**src/rtl/seven_seg_scanner_if.sv**
```systemverilog
// rtl/seven_seg_scanner_if.sv - load/busy request channel of the seven-segment scanner
//
// Ports (signals):
//   value    [13:0]  unsigned magnitude to display
//   negative         sign of value, 1 = negative
//   load             single-cycle capture request
//   busy             conversion in progress
// Modports: master drives the request, slave (the scanner) answers busy.

interface seven_seg_scanner_if;
  logic [13:0] value;
  logic        negative;
  logic        load;
  logic        busy;

  modport master (
    output value,
    output negative,
    output load,
    input  busy
  );

  modport slave (
    input  value,
    input  negative,
    input  load,
    output busy
  );
endinterface

```
**src/rtl/seven_seg_scanner.sv**
```systemverilog
// rtl/seven_seg_scanner.sv - binary-to-BCD converter driving a 4-digit multiplexed 7-segment display
//
// Ports:
//   clk       in   system clock, every register updates on posedge
//   rst       in   synchronous active-high reset
//   slow_clk  in   scan-rate strobe from the clock divider, sampled as data
//   req       if   slave side of seven_seg_scanner_if (value, negative, load, busy)
//   an        out  [3:0] digit anodes, active-low one-hot, an[0] = units digit
//   seg       out  [6:0] segments {g,f,e,d,c,b,a}, active-low
//   dp        out  decimal point, active-low, permanently off
// Parameter:
//   BLANK_LZ  1 = blank leading zeros, 0 = show all four digits

module seven_seg_scanner #(
  parameter bit BLANK_LZ = 1'b1
) (
  input  logic                      clk,
  input  logic                      rst,
  input  logic                      slow_clk,
  seven_seg_scanner_if.slave        req,
  output logic [3:0]                an,
  output logic [6:0]                seg,
  output logic                      dp
);

  // Digit codes held in the display registers: 0..9 are decimal digits,
  // two extra codes cover the minus sign and a dark digit.
  localparam logic [3:0] CODE_DASH  = 4'd10;
  localparam logic [3:0] CODE_BLANK = 4'd11;

  // Display contents after reset: the value 0.
  localparam logic [15:0] DISP_RESET = BLANK_LZ ?
    {CODE_BLANK, CODE_BLANK, CODE_BLANK, 4'd0} : 16'h0000;

  localparam logic [3:0] LAST_SHIFT = 4'd13;

  typedef enum logic [1:0] {
    IDLE   = 2'd0,
    SHIFT  = 2'd1,
    COMMIT = 2'd2
  } state_t;

  state_t state;
  state_t state_next;

  logic do_load;
  logic do_shift;
  logic do_commit;

  // Conversion datapath
  logic [13:0]      sh;        // captured magnitude, consumed MSB first
  logic             cap_neg;   // captured sign
  logic [3:0]       cnt;       // shift cycles completed
  logic [15:0]      bcd;       // four BCD nibbles, nibble 3 = thousands
  logic [15:0]      bcd_adj;   // bcd after the add-3 correction
  logic             carry;     // a 1 has been shifted out of the thousands nibble

  // Display and scan state
  logic [3:0][3:0]  disp;      // digit codes, disp[0] = units
  logic [3:0][3:0]  disp_new;  // digit codes produced by the finished conversion
  logic [3:0][3:0]  disp_next; // what disp holds after this edge
  logic             ovf;
  logic             slow_q;
  logic             primed;
  logic             rise;
  logic [1:0]       idx;
  logic [1:0]       idx_next;

  function automatic logic [6:0] seg_encode(input logic [3:0] code);
    logic [6:0] s;
    case (code)
      4'd0:      s = 7'h40;
      4'd1:      s = 7'h79;
      4'd2:      s = 7'h24;
      4'd3:      s = 7'h30;
      4'd4:      s = 7'h19;
      4'd5:      s = 7'h12;
      4'd6:      s = 7'h02;
      4'd7:      s = 7'h78;
      4'd8:      s = 7'h00;
      4'd9:      s = 7'h10;
      CODE_DASH: s = 7'h3F;
      default:   s = 7'h7F;
    endcase
    return s;
  endfunction

  // ---------------------------------------------------------------------------
  // Control FSM
  // ---------------------------------------------------------------------------
  always_ff @(posedge clk) begin
    if (rst) begin
      state <= IDLE;
    end else begin
      state <= state_next;
    end
  end

  always_comb begin
    state_next = state;
    do_load    = 1'b0;
    do_shift   = 1'b0;
    do_commit  = 1'b0;
    case (state)
      IDLE: begin
        if (req.load) begin
          do_load    = 1'b1;
          state_next = SHIFT;
        end
      end
      SHIFT: begin
        do_shift = 1'b1;
        if (cnt == LAST_SHIFT) begin
          state_next = COMMIT;
        end
      end
      COMMIT: begin
        do_commit  = 1'b1;
        state_next = IDLE;
      end
      default: begin
        state_next = IDLE;
      end
    endcase
  end

  // Busy covers the SHIFT and COMMIT cycles; load is only accepted in IDLE,
  // so requests arriving while busy never reach the captured operands.
  assign req.busy = (state != IDLE);

  // ---------------------------------------------------------------------------
  // Double-dabble datapath
  // ---------------------------------------------------------------------------
  always_comb begin
    bcd_adj = bcd;
    for (int i = 0; i < 4; i++) begin
      if (bcd[4*i +: 4] >= 4'd5) begin
        bcd_adj[4*i +: 4] = bcd[4*i +: 4] + 4'd3;
      end
    end
  end

  always_ff @(posedge clk) begin
    if (rst) begin
      sh      <= '0;
      cap_neg <= 1'b0;
      cnt     <= '0;
      bcd     <= '0;
      carry   <= 1'b0;
    end else if (do_load) begin
      sh      <= req.value;
      cap_neg <= req.negative;
      cnt     <= '0;
      bcd     <= '0;
      carry   <= 1'b0;
    end else if (do_shift) begin
      bcd     <= {bcd_adj[14:0], sh[13]};
      sh      <= {sh[12:0], 1'b0};
      cnt     <= cnt + 4'd1;
      // Anything pushed past the thousands nibble means the magnitude
      // needs a fifth digit, i.e. it exceeds 9999.
      carry   <= carry | bcd_adj[15];
    end
  end

  // ---------------------------------------------------------------------------
  // Digit formatting: overflow dashes, sign, leading-zero blanking
  // ---------------------------------------------------------------------------
  // A negative number has only three digits of room, so a nonzero thousands
  // digit is already an overflow.
  assign ovf = carry | (cap_neg & (bcd[15:12] != 4'd0));

  always_comb begin
    disp_new = {bcd[15:12], bcd[11:8], bcd[7:4], bcd[3:0]};
    if (ovf) begin
      disp_new = {4{CODE_DASH}};
    end else if (cap_neg) begin
      disp_new[3] = CODE_DASH;
      if (BLANK_LZ && (bcd[11:8] == 4'd0)) begin
        disp_new[2] = CODE_BLANK;
        if (bcd[7:4] == 4'd0) begin
          disp_new[1] = CODE_BLANK;
        end
      end
    end else if (BLANK_LZ) begin
      if (bcd[15:12] == 4'd0) begin
        disp_new[3] = CODE_BLANK;
        if (bcd[11:8] == 4'd0) begin
          disp_new[2] = CODE_BLANK;
          if (bcd[7:4] == 4'd0) begin
            disp_new[1] = CODE_BLANK;
          end
        end
      end
    end
  end

  // All four digits switch together on the COMMIT edge.
  assign disp_next = do_commit ? disp_new : disp;

  always_ff @(posedge clk) begin
    if (rst) begin
      disp <= DISP_RESET;
    end else begin
      disp <= disp_next;
    end
  end

  // ---------------------------------------------------------------------------
  // Scan
  // ---------------------------------------------------------------------------
  // primed suppresses edge detection on the first cycle after reset, so a
  // slow_clk already high when reset releases is not mistaken for a new edge.
  assign rise     = primed & slow_clk & ~slow_q;
  assign idx_next = idx + 2'd1;

  always_ff @(posedge clk) begin
    if (rst) begin
      slow_q <= 1'b0;
      primed <= 1'b0;
      idx    <= 2'd0;
      an     <= 4'b1110;
      seg    <= 7'h40;
    end else begin
      slow_q <= slow_clk;
      primed <= 1'b1;
      if (rise) begin
        idx <= idx_next;
        an  <= ~(4'b0001 << idx_next);
        // disp_next so a scan edge landing on COMMIT already shows new data
        seg <= seg_encode(disp_next[idx_next]);
      end
    end
  end

  assign dp = 1'b1;

endmodule
```
**src/flat_wrapper.sv**
```systemverilog
// flat-port wrapper written by rule: the top's interface ports become plain ports
module seven_seg_scanner_flat 
#(
  parameter bit BLANK_LZ = 1'b1
)
  (clk, rst, slow_clk, an, seg, dp, req_value, req_negative, req_load, req_busy);
  seven_seg_scanner_if req_i ();
  input  logic clk;
  input  logic rst;
  input  logic slow_clk;
  output logic [3:0] an;
  output logic [6:0] seg;
  output logic dp;
  input wire logic [$bits(req_i.value)-1:0] req_value;
  input wire logic [$bits(req_i.negative)-1:0] req_negative;
  input wire logic [$bits(req_i.load)-1:0] req_load;
  output wire logic [$bits(req_i.busy)-1:0] req_busy;
  assign req_i.value = req_value;
  assign req_i.negative = req_negative;
  assign req_i.load = req_load;
  assign req_busy = req_i.busy;
  seven_seg_scanner #(.BLANK_LZ(BLANK_LZ)) u_core (.clk(clk), .rst(rst), .slow_clk(slow_clk), .req(req_i), .an(an), .seg(seg), .dp(dp));
endmodule
```
**config.mk**
```make
export PLATFORM = sky130hd
export DESIGN_NAME = seven_seg_scanner_flat
export DESIGN_NICKNAME = d
export VERILOG_FILES = /design/src/rtl/seven_seg_scanner_if.sv /design/src/rtl/seven_seg_scanner.sv /design/src/flat_wrapper.sv
export SDC_FILE = /design/constraint.sdc
export NUM_CORES = 1
export LEC_CHECK = 0
export BUFFER_PORTS_ARGS = -buffer_cell sky130_fd_sc_hd__buf_2
export CAP_MARGIN = 20
export CORE_UTILIZATION = 40
export CTS_CLUSTER_DIAMETER = 100
export DETAILED_ROUTE_END_ITERATION = 8
export PLACE_DENSITY_LB_ADDON = 0.05
export SYNTH_ARGS = -nofsm -noshare
export SYNTH_HDL_FRONTEND = slang
export SYNTH_SLANG_ARGS = --single-unit
```
**constraint.sdc**
```tcl
create_clock -name clk -period 3.9 [get_ports clk]
set_input_delay 0.78 -clock clk [delete_from_list [all_inputs] [get_ports clk]]
set_output_delay 0.78 -clock clk [all_outputs]
set_load 0.02 [all_outputs]
```
Word level (Yosys, flattened, before mapping)
Memories as Yosys holds them, arrays and structs flattened. A register that Yosys moved wholly into a read port is not among the register bits.
Index checks and enable logic that the tools add are counted.
{ "word_totals": {"reg_bits": 62, "latch_bits": 0, "ramBits": 0, "rom_bits": 112, "inputBits": 19, "out_inout_bits": 13, "elab_cells": 71, "memories": 1} }
{ "memory_table": {"columns": ["name", "depth", "word_bits", "rd", "rd_clocked_by_memory_dff", "write_ports", "line_no", "source"], "rows": [
  ["(no name shown)", 16, 7, 1, 1, 0, "seven_seg_scanner.sv:71", "case (code)"]
]} }
{ "classes": {"addsub": 6, "multipliers": 0, "div_mod_pow": 0, "order_cmp": 5, "eq_ne": 5, "shifts": 1, "muxes": 23, "n_bitwise": 7, "n_reduce_logical": 9} }
{ "ops": {"columns": ["operator", "n"], "rows": [
  ["$mux W12", 3],
  ["$mux W14", 2],
  ["$mux W4", 7],
  ["$add A4 B2 Y4 const B", 4],
  ["$ge A4 B3 Y1 const B", 4],
  ["$mux W16", 1],
  ["$logic_not A4 Y1", 3],
  ["$bmux W4 S2", 1],
  ["$mux W8", 1],
  ["$mux W1", 5],
  ["$add A4 B1 Y4 const B", 1],
  ["$eq A4 B4 Y1 const B", 1],
  ["$mux W2", 2],
  ["$not A4 Y4", 1],
  ["$pmux W2 S2", 1],
  ["$reduce_bool A2 Y1", 2],
  ["$reduce_bool A4 Y1", 1],
  ["$shl A1 B2 Y4 const A", 1],
  ["$and A1 B1 Y1", 3],
  ["$lt A2 B3 Y1 const B", 1],
  ["$add A2 B1 Y2 const B", 1],
  ["$eq A2 B1 Y1 const B", 1],
  ["$eq A2 B2 Y1 const B", 1],
  ["$logic_not A2 Y1", 1],
  ["other kinds (6)", 7]
]} }

Logic depth before layout (Yosys ltp)
Gate-level depths: netlist of the first run.
{ "logic_depth": {"depth_word": 9, "mapped_depth": 12} }

Worst setup path after synthesis of the first run
Ideal clock, no wire load.
{ "synth_path": {"path_kind": "register to register", "start": "reg u_core.idx[0]", "end": "reg u_core.seg[5]", "setup_time_ns": 0.130, "arrival_ns": 2.637, "setup_slack_ns": 1.133, "path_stages_with_launch": 13, "synth_period_minus_slack_ns": 2.767, "path_cell_list": "dfxtp_1 > inv_1 > ha_1 > clkbuf_1 > mux2i_1 > nor2_1 > o211ai_1 > a31oi_1 > nor2_1 > inv_1 > ha_1 > a2111oi_0 > nor3_1"} }
{ "synth_via": {"elab_chain_cells": 3} }
{ "synth_rtl": {"columns": ["item", "line_no", "source"], "rows": [
  ["from (decl)", "seven_seg_scanner.sv:66", "logic [1:0] idx;"],
  ["from (signal assigned)", "seven_seg_scanner.sv:228", "idx <= idx_next;"],
  ["$add A2 B1 Y2", "seven_seg_scanner.sv:215", "assign idx_next = idx + 2'd1;"],
  ["named net u_core.idx_next[0]", "seven_seg_scanner.sv:67", "logic [1:0] idx_next;"],
  ["$bmux W4 S2", "seven_seg_scanner.sv:231", "seg <= seg_encode(disp_next[idx_next]);"],
  ["$mux W4 (implied by the code)", "seven_seg_scanner.sv:231", null],
  ["to (decl)", "seven_seg_scanner.sv:22", "output logic [6:0] seg,"]
]} }
The timed path passes the listed nets, and every way through them passes these cells. The select of a mux whose other input is x is not followed.
A chain may end at the register's enable or synchronous reset.

Final worst setup path of the first run
Ends and elaborated chain as after synthesis.

==> run metrics, run 1 <==
outcome finished, final reports clean; Setup violations, final 0; EDFF count, synth 0; fin nets approximately 470; CTS tree done; Max Cap Violations 0; share of cells above drive strength 1 0.145; worst-margin pin slew roughly 0.90 ns; Main synth FF type dfxtp_1; post-synthesis sequential area ratio 0.400; Die W 94.9 µm; Ys Warns 0; area grow syn2layout 11.9%; initial antenna violation count 0; die extent in y approximately 95 µm; Setup crit end kind flip-flop; DR iter-0 viols between 100 and 150; CTS Hold Bufs 0; PD cells 422 nW/µm²; Worst Path Required about 4.1 ns; drt first pass iters 4; simple-gate area share of the yosys netlist 0.179; Async SR Flop Fraction 0; hpwl dp 5.37 mm; postcts setup bufs 0; first-pass GRT wire length ~13 mm; post-route DRC violation count 0; Synth Cell Area ~3500 µm²; total clock buffers created by CTS 9; die area roughly 9000 µm²; filler instances slightly above 800; Placement Setup Slack 0.760 ns; GRT Overall Usage 0.184; Final Power between 1500 and 2000 µW; Syn Inst Count between 400 and 500; final period utilization 0.813; clk_lat worst skew between 0.3 and 0.4 ns; core area 8300 µm²; Yosys top cell area share 0.400; adder-cell share of the synthesized area 0.0688; vias per cell 5.30; ANT cells 0; I/O pin cnt 32; P_leak between 0.001 and 0.0015 µW; final setup margin ~0.73 ns; Via Count 2,895; startpoint types flip-flop; num rows 33; Final Max Slew Viols 0; worst vdd rail ir drop between 0.15 and 0.2 mV; Fin. Hold Viols 0; Setup CP Type flip-flop to flip-flop; Yosys reg bits 69; post-synthesis area per instance 8.26 µm²; unrepaired setup endpoints after global routing no; clk slew on worst S/H paths 0.08 ns; synth top area cells dfxtp_1, ha_1, nand2_1; Clock Sinks 69; Root Buffer clkbuf_8; post-detailed-routing wire length just under 8 mm; final antenna-violating net count 0; Clock Tree Buf Depth 2; top post-synthesis cells by count dfxtp_1, nand2_1, nor2_1, a21oi_1, inv_1; total grt overflow 0; Starting Density 0.416; Worst Path Arrival ~3.4 ns; per-cell routed wire length 14.2 µm; Highest Clock Rate about 320 MHz; H-tree depth 3; buffers added on ports 30; post-synthesis cell type count 59; biggest area consumer among synthesized cells dfxtp_1; Setup TNS 0 ns; largest net degree at the start of global routing 35; # resized after CTS 0; Setup Skew around 0.008 ns; Relative slew margins 0.402; vias in the first global route 2,585; largest family of logic cells by synthesized area compound AO/OA/AOI/OAI gates; Final GP Congestion just over 0.8; mux contribution to synthesized area 0.00905; largest fanout on the critical path 14; Synth Area in Compound Gates 0.254; count leader, synth dfxtp_1; Synth Area in XOR/XNOR 0.0279; HP Class flip-flop to flip-flop; fin crit period between 3 and 4 ns; Mapped Nets ~460
[path summary, 6_finish.rpt]
kind,from,endpoint,slack (ns),depth (start not counted)
setup / recovery,u_core.idx[0]$_SDFFE_PP0P_,u_core.seg[5]$_SDFFE_PP0P_,0.73,11
hold / removal,u_core.sh[13]$_SDFFE_PP0P_,u_core.bcd[0]$_SDFFE_PP0P_,0.45,2
setup reg to reg,u_core.idx[0]$_SDFFE_PP0P_,u_core.seg[5]$_SDFFE_PP0P_,0.73,11
hold reg to reg,u_core.sh[13]$_SDFFE_PP0P_,u_core.bcd[0]$_SDFFE_PP0P_,0.45,2
[registers in the layout, summed over array words and instances, names as in the netlist, 2 cells and up]
signal / flops
u_core.seg: 7
u_core.bcd: 16
u_core.an: 4
u_core.disp: 16
u_core.sh: 14
u_core.state: 2
u_core.cnt: 4
u_core.idx: 2
[critical path, cell delays in order, from the launching register on]
cell and delay (ns):
dfxtp_1 0.52, inv_1 0.23, ha_1 0.63, mux2i_1 0.23
nor2_1 0.05, o211ai_1 0.18, a31oi_1 0.08, nor2_1 0.27
inv_1 0.11, ha_1 0.21, a2111oi_0 0.44, nor3_1 0.09
[where the power goes]
group | switching (µW) | internal [µW] | total, µW
sequential | 19.4 | 731 | 750
combinational | 139 | 80.6 | 220
clock | 285 | 376 | 661
total | 444 | 1190 | 1630
[final cells by class]
class	instances	area (µm²)	share of cell area
multi-input combinational	300	1870	0.484
sequential	69	1380	0.357
timing repair buffer	33	173	0.0447
clock buffer	10	138	0.0356
tap	105	131	0.0340
clock inverter	6	86.3	0.0223
inverter	23	86.3	0.0223
[routing by layer]
metal | global-route usage | up-vias | wire length (µm)
met5 | 0 | - | 0
met4 | 0.0745 | 0 | 135
li1 | - | 1500 | -
met2 | 0.275 | 44 | 3480
met1 | 0.253 | 1341 | 3870
met3 | 0.0451 | 10 | 267
[cells by family (layout without fill, tap and decap cells)]
logic type / count (synthesis) / after routing
xor gates and xnor gates: 11 / 11
AOI/OAI and AO/OA: 128 / 128
buffers and inverters: 49 / 72
adders and majority gates: 19 / 19
DFF: 69 / 69
muxes: 3 / 3
other: 1 / 1
and+or+nand+nor: 138 / 138
[placed cells by master (no fill, tap or decap), types with 2 or more instances in the layout]
cell type,Yosys,layout
nand4_1,2,2
nand2b_1,6,6
a41o_1,2,2
a211o_1,2,2
a21oi_1,42,42
or2_2,2,2
mux2i_1,2,2
a311oi_1,3,3
buf_2,0,30
xnor2_1,8,8
nand3_1,6,6
o21ai_0,19,18
nand2_1,58,58
a31oi_1,3,3
inv_1,23,23
o31ai_1,4,4
nor2b_1,3,2
buf_4,3,3
clkbuf_8,0,10
nor3_1,6,6
a22oi_1,15,15
bufinv_16,0,2
dfxtp_1,69,69
nor2_1,44,44
clkinv_2,0,2
nor3b_1,2,2
ha_1,19,19
o211ai_1,6,6
a211oi_1,12,12
xor2_1,3,3
[metrics by stage]
stage,std cells,hold WS [ns],cell area (µm²),util
final,546,0.454,3860,0.466
after CTS,546,0.455,3860,0.466
after global routing,546,0.479,3860,0.466
after global placement,530,0.442,3640,0.439
after floorplan,418,0.429,3450,-
after detailed placement,530,0.443,3640,0.439
Note: power is estimated with default switching activity, not from simulation.
==> run 2, diff against run 1 <==
--- a/config.mk
+++ b/config.mk
@@ -5,6 +5,7 @@
 export SDC_FILE = /design/constraint.sdc
 export NUM_CORES = 1
 export LEC_CHECK = 0
+export ABC_AREA = 1
 export BUFFER_PORTS_ARGS = -buffer_cell sky130_fd_sc_hd__buf_2
 export CAP_MARGIN = 20
 export CORE_UTILIZATION = 40
==> constraint.sdc (replaced) <==
create_clock -name clk -period 2.95 [get_ports clk]
set_input_delay 0.59 -clock clk [delete_from_list [all_inputs] [get_ports clk]]
set_output_delay 0.59 -clock clk [all_outputs]
set_load 0.02 [all_outputs]
==> run 2 against run 1 <==
Effect of this change: critical path depth is 8 higher; global-route usage is 0.33 points higher; largest power group unchanged; worst setup slack worse by 0.17 ns; combinational power is 55% higher.
==> run metrics, run 2 <==
largest net degree at the start of global routing 40 (+14%); num rows 34 (+3.0%); vias per cell 4.92 (-7.1%); Clock Tree Buf Depth 2 (unchanged); clk slew on worst S/H paths 0.08 ns (about the same); startpoint types flip-flop; Highest Clock Rate 419 MHz (+33%); DR iter-0 viols 127 (+4.1%); Reg2Reg Depth 19 (+8); I/O pin cnt 32 (unchanged); Root Buffer clkbuf_8; die extent in y 96.2 µm (+1.3%); Clock Sinks 69 (unchanged); fin util 0.467 (+0.00141); EDFF count, synth 0 (unchanged); Relative slew margins 0.661 (+0.258); hpwl dp 5.78 mm (+7.5%); Finished Layout Cells 637 (+17%); fin nets 562 (+19%); Yosys top cell area share 0.389 (-0.0107); Hold Path Depth 3 (+1); total grt overflow 0 (unchanged); Worst Path Required 3.20 ns (-0.93 ns); Max Cap Violations 0 (unchanged); CP max stage cell dfxtp_1; drt first pass iters 4 (unchanged); die area 9250 µm² (+2.7%); worst path bufs/invs 5 (+3); buffers added on ports 30 (unchanged); Max stage delay on crit path 0.31 ns (-0.32 ns); Setup violations, final 0 (unchanged); Die W 96.2 µm (+1.3%); CTS Hold Bufs 0 (unchanged); register area 1380 µm² (unchanged); commonest non-fill, non-tap cells in the layout nand2_1, dfxtp_1, inv_1; filler instances 906 (+9.6%); # resized after CTS 0 (unchanged); H-tree depth 3 (unchanged); post-synthesis sequential area ratio 0.389 (-0.0107); Multi-input gate area 1870 µm² (-0.13%); post-synthesis cell type count 33 (-44%); top post-synthesis cells by count nand2_1, dfxtp_1, inv_1, nand3_1, a21oi_1; synth top area cells dfxtp_1, nand2_1, ha_1; unrepaired setup endpoints after global routing no; Mapped Nets 531 (+16%); Syn Inst Count 493 (+18%); worst-margin pin slew 0.509 ns (-0.388 ns); final antenna-violating net count 0 (unchanged); fin crit period 2.39 ns (-0.784 ns); Finished Cell Area 4030 µm² (+4.4%); Synth Cell Area 3550 µm² (+2.8%); final period utilization 0.809 (-0.00398); worst vdd rail ir drop 0.211 mV (+21%); post-synthesis area per instance 7.20 µm² (-13%); Setup TNS 0 ns (unchanged); PD cells 556 nW/µm² (+32%); largest fanout on the critical path 6 (-8); placed cell count 621 (+17%); post-route DRC violation count 0 (unchanged); Starting Density 0.411 (-0.00521); critical path, cell by cell inv_1 > ha_1 > inv_1 > nor3_1 > nand3_1 > nand2_1 > nand2_1 > nand3_1 > nand3_1 > nand2_1 > inv_1 > ha_1 > inv_1 > nand2_1 > nand2_1 > nand2_1 > nand3_1 > nand2_1 > inv_1; biggest area consumer among synthesized cells dfxtp_1; crit-path leading delay family simple AND/OR/NAND/NOR gates; Via Count 3,137 (+8.4%); per-cell routed wire length 12.7 µm (-11%); Ys Warns 0 (unchanged); most common cell after layout, fill and taps aside nand2_1; core area 8640 µm² (+4.1%); share of cells above drive strength 1 0.161 (+0.0156); Largest regs u_core.bcd x16, u_core.disp x16, u_core.sh x14; Yosys reg bits 69 (unchanged); Crit. path cell count 19 (+8); count leader, synth nand2_1; Fin. Hold Viols 0 (unchanged); Async SR Flop Fraction 0 (unchanged); vias in the first global route 2,862 (+11%); CTS tree done; Crit path top cell by count nand2_1; post-detailed-routing wire length 8.07 mm (+4.1%); P_leak 0.00180 µW (+24%); total clock buffers created by CTS 9 (unchanged); Setup crit end kind flip-flop; post-place instance area 3800 µm² (+4.4%); Setup CP Type flip-flop to flip-flop; Final Max Slew Viols 0 (unchanged); GRT Overall Usage 0.188 (+0.00329); Worst Path Arrival 2.64 ns (-0.76 ns); outcome finished, final reports clean; area grow syn2layout 13.6%; Final GP Congestion 0.866 (+5.1%); Main synth FF type dfxtp_1; ANT cells 0 (unchanged); clk_lat worst skew 0.35 ns (about the same); HP Class primary input to flip-flop; Setup Skew 0.0130 ns (+0.00479 ns); initial antenna violation count 0 (unchanged); postcts setup bufs 0 (unchanged); first-pass GRT wire length 13.3 mm (+4.6%)
[run 2: changes by cell type after synthesis, sizes merged, moves of 12 or more]
cell,previous run,this run
nand3,7,46
inv,23,55
nor2,44,28
a22oi,15,0
nand2,58,143
a31oi,3,16
clkbuf,21,7
a211oi,12,0
[run 2: metal layers]
metal | wire [µm] | GRT usage | up-vias
li1 | - | - | 1664
met4 | 137 | 0.0684 | 0
met3 | 259 | 0.0308 | 14
met5 | 0 | 0 | -
met2 | 3580 | 0.307 | 50
met1 | 4090 | 0.247 | 1409
[run 2: area by class of cell]
class | instances | share of cell area
Clock inverter | 6 | 0.0233
Tap cell | 108 | 0.0335
Timing Repair Buffer | 38 | 0.0521
Clock buffer | 10 | 0.0341
Inverter | 55 | 0.0518
Multi-Input combinational cell | 351 | 0.463
Sequential cell | 69 | 0.342
[run 2: metrics by stage]
stage,hold slack (ns),worst slack [ns],total power [µW]
floorplan,0.438,0.745,1270
global route,0.455,0.225,2360
detailed placement,0.455,0.596,1360
global placement,0.448,0.591,1360
finish,0.455,0.563,2240
CTS,0.449,0.577,2260
[run 2: worst paths after layout]
check / start / to / slack (ns)
setup / recovery: u_core.bcd[9]$_SDFFE_PP0P_ / u_core.seg[3]$_SDFFE_PP0P_ / 0.56
hold / removal: slow_clk / u_core.slow_q$_SDFF_PP0_ / 0.45
setup reg to reg: u_core.bcd[9]$_SDFFE_PP0P_ / u_core.seg[3]$_SDFFE_PP0P_ / 0.56
hold reg to reg: u_core.seg[1]$_SDFFE_PP0P_ / u_core.seg[1]$_SDFFE_PP0P_ / 0.46
[run 2: where the power goes]
group / total, µW / internal, µW / switching [µW]
sequential: 998 / 970 / 27.2
combinational: 342 / 113 / 229
clock: 903 / 507 / 396
[run 2: cell families (layout without fill, tap and decap cells)]
| family | Yosys count | after routing | synth area share |
|---|---|---|---|
| buf+inv | 73 | 109 | 0.0857 |
| simple gates | 238 | 238 | 0.306 |
| other cells | 1 | 1 | 0.00106 |
| fa+ha+maj | 19 | 19 | 0.0670 |
| flops | 69 | 69 | 0.389 |
| compound gates | 88 | 88 | 0.139 |
| xor+xnor | 5 | 5 | 0.0123 |
[run 2: worst reg2reg max path, cell delays in order, from the launching register on]
cell     delay [ns]
dfxtp_1        0.31
inv_1          0.14
ha_1           0.21
inv_1          0.06
nor3_1         0.21
nand3_1        0.18
nand2_1        0.10
nand2_1        0.07
nand3_1        0.08
nand3_1        0.09
nand2_1        0.12
inv_1          0.09
ha_1           0.30
inv_1          0.04
nand2_1        0.06
nand2_1        0.05
nand2_1        0.05
nand3_1        0.07
nand2_1        0.06
inv_1          0.03
